## config.mk

```make
export PLATFORM = sky130hd
export DESIGN_NAME = key_conditioner
export DESIGN_NICKNAME = d
export VERILOG_FILES = /design/src/rtl/key_cond_pkg.sv /design/src/rtl/key_debounce.sv /design/src/rtl/key_conditioner.sv
export SDC_FILE = /design/constraint.sdc
export NUM_CORES = 1
export LEC_CHECK = 0
export BUFFER_PORTS_ARGS = -buffer_cell sky130_fd_sc_hd__buf_2
export CORE_MARGIN = 5
export CORE_UTILIZATION = 60
export CTS_CLUSTER_DIAMETER = 100
export CTS_CLUSTER_SIZE = 25
export DETAILED_ROUTE_END_ITERATION = 6
export GPL_TIMING_DRIVEN = 0
export HOLD_SLACK_MARGIN = 0.1
export PLACE_DENSITY_LB_ADDON = 0.12
export SLEW_MARGIN = 20
export SYNTH_ARGS = -nofsm -noshare
export SYNTH_HDL_FRONTEND = slang
export SYNTH_SLANG_ARGS = --single-unit
```

## constraint.sdc

```tcl
create_clock -name CLOCK_50 -period 2.5 [get_ports CLOCK_50]
set_input_delay 0 -clock CLOCK_50 [delete_from_list [all_inputs] [get_ports CLOCK_50]]
set_output_delay 0 -clock CLOCK_50 [all_outputs]
set_load 0.01 [all_outputs]
```

## src/rtl/key_cond_pkg.sv

```systemverilog
// rtl/key_cond_pkg.sv - shared types and constants for the key conditioner
package key_cond_pkg;

    typedef enum logic [1:0] {
        IDLE         = 2'd0,
        PRESS_WAIT   = 2'd1,
        PRESSED      = 2'd2,
        RELEASE_WAIT = 2'd3
    } key_state_t;

    localparam int   SYNC_STAGES      = 2;
    localparam logic KEY_ACTIVE_LEVEL = 1'b0;

endpackage

```

## src/rtl/key_debounce.sv

```systemverilog
// rtl/key_debounce.sv - one key channel: sync, debounce FSM, optional hold (KEY_CONDITIONER_LONG_PRESS_EN)
module key_debounce
    import key_cond_pkg::*;
#(
    parameter int DB_CYCLES   = 500000,
    parameter int HOLD_CYCLES = 50000000
) (
    input  logic clk,
    input  logic reset,
    input  logic key,
    output logic level,
    output logic press_pulse,
    output logic release_pulse,
    output logic hold_pulse
);

    localparam int               CNT_W   = $clog2(DB_CYCLES);
    localparam logic [CNT_W-1:0] CNT_MAX = CNT_W'(DB_CYCLES - 1);

    if (DB_CYCLES < 2 || HOLD_CYCLES < 2) begin : g_bad_params
        $error("key_debounce: DB_CYCLES and HOLD_CYCLES must both be >= 2");
    end

    logic [SYNC_STAGES-1:0] sync_q;
    logic                   raw_p;
    key_state_t             state_q, state_d;
    logic [CNT_W-1:0]       cnt_q, cnt_d;
    logic                   press_d, release_d, level_d;

    // Two-stage synchroniser; resets to the released level so a held key
    // is seen as a fresh press once reset lifts.
    always_ff @(posedge clk) begin
        if (reset) begin
            sync_q <= {SYNC_STAGES{~KEY_ACTIVE_LEVEL}};
        end else begin
            sync_q <= {sync_q[SYNC_STAGES-2:0], key};
        end
    end

    assign raw_p = (sync_q[SYNC_STAGES-1] == KEY_ACTIVE_LEVEL);

    // Debounce state, counter and registered outputs.
    always_ff @(posedge clk) begin
        if (reset) begin
            state_q       <= IDLE;
            cnt_q         <= '0;
            level         <= 1'b0;
            press_pulse   <= 1'b0;
            release_pulse <= 1'b0;
        end else begin
            state_q       <= state_d;
            cnt_q         <= cnt_d;
            level         <= level_d;
            press_pulse   <= press_d;
            release_pulse <= release_d;
        end
    end

    // Next-state logic; the counter stops at CNT_MAX because that value
    // always leaves the wait state.
    always_comb begin
        state_d   = state_q;
        cnt_d     = cnt_q;
        press_d   = 1'b0;
        release_d = 1'b0;
        case (state_q)
            IDLE: begin
                if (raw_p) begin
                    state_d = PRESS_WAIT;
                    cnt_d   = '0;
                end
            end
            PRESS_WAIT: begin
                if (!raw_p) begin
                    state_d = IDLE;
                end else if (cnt_q == CNT_MAX) begin
                    state_d = PRESSED;
                    press_d = 1'b1;
                end else begin
                    cnt_d = cnt_q + CNT_W'(1);
                end
            end
            PRESSED: begin
                if (!raw_p) begin
                    state_d = RELEASE_WAIT;
                    cnt_d   = '0;
                end
            end
            RELEASE_WAIT: begin
                if (raw_p) begin
                    state_d = PRESSED;
                end else if (cnt_q == CNT_MAX) begin
                    state_d   = IDLE;
                    release_d = 1'b1;
                end else begin
                    cnt_d = cnt_q + CNT_W'(1);
                end
            end
            default: state_d = IDLE;
        endcase
        level_d = (state_d == PRESSED) || (state_d == RELEASE_WAIT);
    end

`ifdef KEY_CONDITIONER_LONG_PRESS_EN
    localparam int                HOLD_W   = $clog2(HOLD_CYCLES);
    localparam logic [HOLD_W-1:0] HOLD_MAX = HOLD_W'(HOLD_CYCLES - 1);

    logic [HOLD_W-1:0] hold_cnt;
    logic              hold_done;

    // Long-press timer: restarts on each press, survives release bounces,
    // fires once and re-arms only after the key returns to IDLE.
    always_ff @(posedge clk) begin
        if (reset) begin
            hold_cnt   <= '0;
            hold_done  <= 1'b0;
            hold_pulse <= 1'b0;
        end else begin
            hold_pulse <= 1'b0;
            if (state_q == IDLE) begin
                hold_done <= 1'b0;
            end
            if (press_d) begin
                hold_cnt <= '0;
            end else if (level && !hold_done) begin
                if (hold_cnt == HOLD_MAX) begin
                    hold_pulse <= 1'b1;
                    hold_done  <= 1'b1;
                end else begin
                    hold_cnt <= hold_cnt + HOLD_W'(1);
                end
            end
        end
    end
`else
    assign hold_pulse = 1'b0;
`endif

endmodule

```

## src/rtl/key_conditioner.sv

```systemverilog
// rtl/key_conditioner.sv - N-key pushbutton conditioner; long press via KEY_CONDITIONER_LONG_PRESS_EN
module key_conditioner
    import key_cond_pkg::*;
#(
    parameter int N_KEYS      = 4,
    parameter int DB_CYCLES   = 500000,
    parameter int HOLD_CYCLES = 50000000
) (
    input  logic              CLOCK_50,
    input  logic              reset,
    input  logic [N_KEYS-1:0] KEY,
    output logic [N_KEYS-1:0] key_level,
    output logic [N_KEYS-1:0] key_press,
    output logic [N_KEYS-1:0] key_release,
    output logic [N_KEYS-1:0] key_hold
);

    for (genvar i = 0; i < N_KEYS; i++) begin : g_key
        key_debounce #(
            .DB_CYCLES   (DB_CYCLES),
            .HOLD_CYCLES (HOLD_CYCLES)
        ) u_key (
            .clk           (CLOCK_50),
            .reset         (reset),
            .key           (KEY[i]),
            .level         (key_level[i]),
            .press_pulse   (key_press[i]),
            .release_pulse (key_release[i]),
            .hold_pulse    (key_hold[i])
        );
    end

endmodule

```

==> impl_metrics.ini, run 1 <==
[yosys]
ys_warn_count = 0
synth.area.top_cells = dfxtp_1 (45%), xnor2_1 (5.9%), nor2_1 (5.1%), xor2_1 (3.4%), a21oi_1 (3.4%)
syn_area_sq_um = 4580
syn_inst = 519
synth_flop_cell = dfxtp_1
synth_common_cells = dfxtp_1 (104), nor2_1 (62), nand2_1 (34)
yosysMostFrequentCell = dfxtp_1
async_flop_share_pct = 0
synth_edf_count = 0
ys_ff_latch = 104
synth.avg_cell_area_sq_um = 8.83
yosysSeqAreaShare_pct = 45.5
yosysUniqueCellTypes = 53
synth_top_area_share_pct = 45.5
synth_area_leader_cell = dfxtp_1

[global_routing]
grt_pass1_wl_um = 14900
globalRouteOverflowTotal = 0
grt_max_degree = 16
grt_pass1_vias = 3339
grt_usage_pct = 18.5
antenna_found_initial = 0

[critical_path]
crit_path_max_incr_delay_ns = 0.66
reg2reg_depth = 6
critPathMaxFanout = 9
crit_chain = ha_1 > and3_1 > or4b_2 > o21ai_2 > mux2i_1 > nor2_1
arrival_ns = 2.48
cp-end-kind = flop
ff2ff_setup_slack_ns = 0.25
r2r_start = g_key[3].u_key.cnt_q[0]
critPathLaunchType = flop
reg2reg_to = g_key[3].u_key.cnt_q[0]
critPathKind = reg2reg
crit_buf_inv = 0
crit_family = simple AND/OR/NAND/NOR gates
required_ns = 2.73
crit_slowest_cell = or4b_2

[power_and_ir_drop]
pwr-share-seq_pct = 58.6
p_leak_nw = 1.72
clock_power_share_pct = 38.4
switching_power_mw = 0.577
p_total_mw = 2.85
swShare_pct = 20.2
ir_drop_uv = 326
internal_power_mw = 2.28
power.density_nw_per_um2 = 564
pwr-share-comb_pct = 3.0

[routing]
route.met3.wl_um = 335
first_pass_iters = 4
totalWireLength_um = 8500
ant_nets = 0
avgRoutedWirePerCell_um = 12.9
avgViaCountPerCell = 5.48
wl_met1_um = 4080
wl_met2_um = 4000
drt_iter0_drc = 104
highest-signal-layer = met4
remaining_drc_errors = 0
dr_total_vias = 3601

[sta]
finalWorstSetupSlack_ns = 0.254
relSlewSlack_pct = 37.1
setup_violations = 0
final_max_slew_viol_count = 0
worst_clock_skew_ns = 0.00987
hold_viol = 0
timing.final.crit_share_pct = 89.9
max_freq_mhz = 445
worstMarginPinSlew_ns = 0.935
rsz0062_at_grt = false
fin_crit_ns = 2.25
finalSetupTns_ns = 0

[cts]
numClockSinks = 104
clk_path_buf_depth = 2
cts-buffers-inserted = 9
ctsHtreeMaxLevel = 3
post_cts.repair.setup_buffers = 0
cts_hold_buf = 5
tritoncts = yes
clkTransAtPathRegs_ns = 0.09
cts-root-buf = clkbuf_8
cts_resized = 0
clk_latency_ns = 0.36

[run_status]
status = finished clean

[final_layout]
nNetsFinal = 565
drive_gt1_share_pct = 11.8
area_growth_pct = 10.5
n_antenna_cell = 0

[place]
dp_slack_ns = 0.248
port_buffers = 17
gp_congestion = 0.832
hpwlAfterDp_um = 6040

[worst_hold_path]
min-delay-start = KEY[2]
holdPathEnd = g_key[2].u_key.sync_q[0]
hp-class = in2reg
min_path_cells = 3

[floorplan]
dieWidth_um = 97.4
pin_count = 22
start_util_pct = 62.5
core-area_sq_um = 7330
die_area_sq_um = 9480
fp.dieH_um = 97.4
rows = 31

[job]
drv_cap = 0
layout by cell type, fill, tap and decap left out, types with 3 or more instances in the layout:
master and n:
dfxtp_1 104, nor2_1 62, nand2_1 34, xnor2_1 31, a21oi_1 31, nand3_1 26
nor3_1 25, or3_1 20, xor2_1 18, o21ai_0 18, buf_2 17, buf_4 16
nand4_1 13, clkbuf_1 11, inv_1 11, and3_1 10, nor4_1 10, clkbuf_8 10
or2_2 9, and4_1 9, dlygate4sd3_1 5, nand4b_1 4, ha_1 4, conb_1 4
a21o_1 3, and2_1 3, nor3b_1 3, nand2b_1 3, mux2i_1 3, o211ai_1 3
a211oi_1 3
how the worst max path moves through the flow:
stage | start | slack, ns | endpoint | depth (start not counted)
finish | g_key[3].u_key.cnt_q[0] | 0.25 | g_key[3].u_key.cnt_q[0] | 6
global route | g_key[3].u_key.cnt_q[0] | 0.07 | g_key[3].u_key.cnt_q[0] | 6
CTS | g_key[3].u_key.cnt_q[0] | 0.24 | g_key[3].u_key.cnt_q[0] | 6
detailed placement | g_key[3].u_key.cnt_q[0] | 0.25 | g_key[3].u_key.cnt_q[0] | 6
global placement | g_key[3].u_key.cnt_q[0] | 0.32 | g_key[3].u_key.cnt_q[0] | 6
floorplan | g_key[3].u_key.cnt_q[0] | 0.50 | g_key[3].u_key.cnt_q[5] | 6
power by group through the flow:
stage / logic, mW / registers (mW) / clock network [mW]
global route: 0.0952 / 1.67 / 1.20
detailed placement: 0.0790 / 1.71 / 0
finish: 0.0852 / 1.67 / 1.09
global placement: 0.0780 / 1.71 / 0
floorplan: 0.0567 / 1.71 / 0
CTS: 0.0851 / 1.67 / 1.12
worst reg2reg max path, stage by stage (launching register included):
cell and delay, ns:
dfxtp_1 0.41, ha_1 0.20, and3_1 0.23, or4b_2 0.66, o21ai_2 0.34, mux2i_1 0.23, nor2_1 0.05
cell type report:
| class | count | area, sq um |
|---|---|---|
| Multi-Input combinational cell | 380 | 2310 |
| Fill cell | 588 | 2270 |
| Sequential cell | 104 | 2080 |
| Buffer | 27 | 163 |
| Clock buffer | 11 | 141 |
| Timing Repair Buffer | 22 | 135 |
| Tap cell | 99 | 124 |
| Clock inverter | 3 | 67.6 |
| Inverter | 11 | 41.3 |
layer usage:
layer,track usage [%],up-vias
met1,24.1,1650
met2,30.0,50
met4,6.07,0
met3,4.52,8
met5,0,-
li1,-,1893
registers in the layout (all words and copies together) (netlist names):
register                   cells
g_key.u_key.cnt_q             76
g_key.u_key.state_q            8
g_key.u_key.level              4
g_key.u_key.press_pulse        4
g_key.u_key.sync_q             8
g_key.u_key.release_pulse      4
cells by family after synthesis:
logic type	share of synthesized area (%)
simple gates	29.8
flops	45.5
compound gates	9.10
xor+xnor	9.37
buf+inv	4.45
fa+ha+maj	1.09
mux	0.656
other cells	0.0819
through the flow:
| step | hold WS, ns | area (sq um) | instances | utilization, % |
|---|---|---|---|---|
| floorplan | 0.104 | 4590 | 522 | - |
| global route | 0.351 | 5060 | 657 | 69.0 |
| global placement | 0.192 | 4800 | 638 | 65.5 |
| finish | 0.364 | 5060 | 657 | 69.0 |
| CTS | 0.343 | 5060 | 657 | 69.0 |
| detailed placement | 0.193 | 4800 | 638 | 65.5 |
(Power assumes the default switching activity.)
==> inputs of run 2 (changes only) <==
--- a/config.mk
+++ b/config.mk
@@ -9,12 +9,11 @@
 export CORE_MARGIN = 5
 export CORE_UTILIZATION = 60
 export CTS_CLUSTER_DIAMETER = 100
-export CTS_CLUSTER_SIZE = 25
 export DETAILED_ROUTE_END_ITERATION = 6
-export GPL_TIMING_DRIVEN = 0
 export HOLD_SLACK_MARGIN = 0.1
 export PLACE_DENSITY_LB_ADDON = 0.12
 export SLEW_MARGIN = 20
 export SYNTH_ARGS = -nofsm -noshare
 export SYNTH_HDL_FRONTEND = slang
+export SYNTH_HIERARCHICAL = 1
 export SYNTH_SLANG_ARGS = --single-unit
==> run 2 against run 1 <==
- combinational power increased by 20%
- largest cell class unchanged
- non-clock buffer count decreased by 21
- sequential share of layout area decreased by 4.4 points
- power increased by 1.3%
- cell area increased by 8.6%
- synthesized cell count increased by 14%
- die area increased by 12%
- wire length increased by 27%
- critical path depth unchanged
==> impl_metrics.ini, run 2 <==
[routing]
dr_total_vias = 4392
first_pass_iters = 4
ant_nets = 0
totalWireLength_um = 10800
drt_iter0_drc = 132
avgRoutedWirePerCell_um = 15.2
avgViaCountPerCell = 6.15
remaining_drc_errors = 0

[final_layout]
largest_registers = g_key.u_key/cnt_q x76, g_key.u_key/sync_q x8, g_key.u_key/state_q x5
final_common_cell = dfxtp_1
largest_register_ffs = 76
final_cell_mix = dfxtp_1 (101), nand2_1 (55), a21oi_1 (53)
drive_gt1_share_pct = 13.2
top_register = g_key.u_key/cnt_q
n_antenna_cell = 0
area_growth_pct = 5.73
nNetsFinal = 611

[sta]
fin_crit_ns = 2.03
timing.final.crit_share_pct = 81.3
relSlewSlack_pct = 58.6
rsz0062_at_grt = false
hold_viol = 0
worstMarginPinSlew_ns = 0.621
final_max_slew_viol_count = 0
max_freq_mhz = 492
finalSetupTns_ns = 0
setup_violations = 0
worst_clock_skew_ns = 0.0109

[global_routing]
grt_max_degree = 32
antenna_found_initial = 0
grt_usage_pct = 21.5
grt_pass1_wl_um = 18600
globalRouteOverflowTotal = 0
grt_pass1_vias = 4032

[cts]
cts-root-buf = clkbuf_8
clkTransAtPathRegs_ns = 0.09
numClockSinks = 101
cts-buffers-inserted = 9
clk_path_buf_depth = 2
cts_resized = 0
ctsHtreeMaxLevel = 3
clk_latency_ns = 0.36
tritoncts = yes

[yosys]
syn_inst = 594
syn_nets = 604
synth_area_leader_cell = dfxtp_1
synth_edf_count = 0
synth_top_area_share_pct = 38.9
ys_ff_latch = 101
ys_warn_count = 6
synth.area.top_cells = dfxtp_1 (39%), a21oi_1 (5.1%), nand2_1 (4.0%), xor2_1 (3.9%), nor2_1 (3.3%)
synth_common_cells = dfxtp_1 (101), nand2_1 (55), a21oi_1 (53)
synth.avg_cell_area_sq_um = 8.75
yosysUniqueCellTypes = 49
async_flop_share_pct = 0
yosysSeqAreaShare_pct = 38.9
yosysMostFrequentCell = dfxtp_1
synth_flop_cell = dfxtp_1
syn_area_sq_um = 5200

[power_and_ir_drop]
ir_drop_uv = 369
internal_power_mw = 2.27
swShare_pct = 21.4
p_total_mw = 2.89
pwr-share-comb_pct = 3.5
p_leak_nw = 1.84
power.density_nw_per_um2 = 525
clock_power_share_pct = 39.9
switching_power_mw = 0.619
pwr-share-seq_pct = 56.5

[critical_path]
ff2ff_setup_slack_ns = 0.47
cp-end-kind = flop
critPathKind = reg2reg
arrival_ns = 2.32
required_ns = 2.79
r2r_start = g_key[0].u_key/cnt_q[0]
reg2reg_depth = 6
reg2reg_to = g_key[0].u_key/cnt_q[10]
crit_start = g_key[0].u_key/cnt_q[0]
critPathLaunchType = flop
critPathMaxFanout = 16

[place]
hpwlAfterDp_um = 7630
port_buffers = 17
gp_congestion = 0.934

[floorplan]
dieWidth_um = 103
core-area_sq_um = 8590
start_util_pct = 60.5
die_area_sq_um = 10600
pin_count = 22
fp.dieH_um = 103
rows = 34

[job]
drv_cap = 0

[worst_hold_path]
hp-class = in2reg
holdPathEnd = g_key[3].u_key/state_q[0]
min-delay-start = reset
min_path_cells = 2

[run_status]
status = finished clean
[run 2: cells by family (layout without fill, tap and decap cells)]
family | count (synthesis) | count (layout) | synth area share, %
AND/OR/NAND/NOR | 280 | 280 | 32.5
AO/OA/AOI/OAI | 131 | 131 | 15.7
flip-flops | 101 | 101 | 38.9
buffers and inverters | 43 | 55 | 5.42
XOR/XNOR | 31 | 31 | 6.31
adder cells (fa/ha/maj) | 4 | 4 | 0.963
other | 4 | 4 | 0.289
[run 2: per-layer routing]
metal	part of all wire [%]	global-route usage, %	vias to the layer above	routed length (um)
met5	0	0	-	0
met4	0.85	6.47	0	92
met3	5.0	4.53	10	543
met2	48	35.8	112	5170
met1	46	28.1	2047	5030
li1	-	-	2223	-
[run 2: stage by stage]
stage	setup WS [ns]	hold slack, ns	utilization, %	area, sq um	instances
final	0.468	0.144	64.0	5500	714
after global routing	0.286	0.158	64.0	5500	714
after CTS	0.474	0.131	64.0	5500	714
after detailed placement	0.503	0.184	60.9	5230	694
after global placement	0.548	0.184	60.9	5230	694
after floorplan	0.728	0.0771	-	5200	594
[run 2: worst max path at each step]
stage	to	slack, ns	cells past startpoint
after detailed placement	g_key[0].u_key/cnt_q[15]	0.50	6
final	g_key[0].u_key/cnt_q[10]	0.47	6
after global placement	g_key[0].u_key/cnt_q[17]	0.55	6
after global routing	g_key[2].u_key/cnt_q[10]	0.29	6
after CTS	g_key[0].u_key/cnt_q[10]	0.47	6
after floorplan	g_key[3].u_key/cnt_q[17]	0.73	8
[run 2: power by group through the flow]
stage,Combinational [mW],Sequential [mW],Clock (mW)
floorplan,0.0837,1.66,0
global placement,0.0949,1.67,0
detailed placement,0.0970,1.67,0
CTS,0.102,1.63,1.18
global route,0.114,1.64,1.26
finish,0.102,1.63,1.15
[run 2: worst max-delay path: stages (launching register included)]
cell	delay [ns]
dfxtp_1	0.39
ha_1	0.22
and3_1	0.30
nand4_1	0.18
o21ai_2	0.54
o21ai_1	0.16
a21oi_1	0.17
[run 2: final cells by class]
type	instances	area, sq um
inverter	11	41.3
clock buffer	12	155
clock inverter	4	70.1
timing repair buffer	28	178
tap	108	135
sequential	101	2020
fill	769	3100
multi-input combinational	450	2900
[run 2: timing repair]
item,CTS,global route
setup buffers,0,0
endpoints found under the hold margin,4,0
hold buffers,4,0
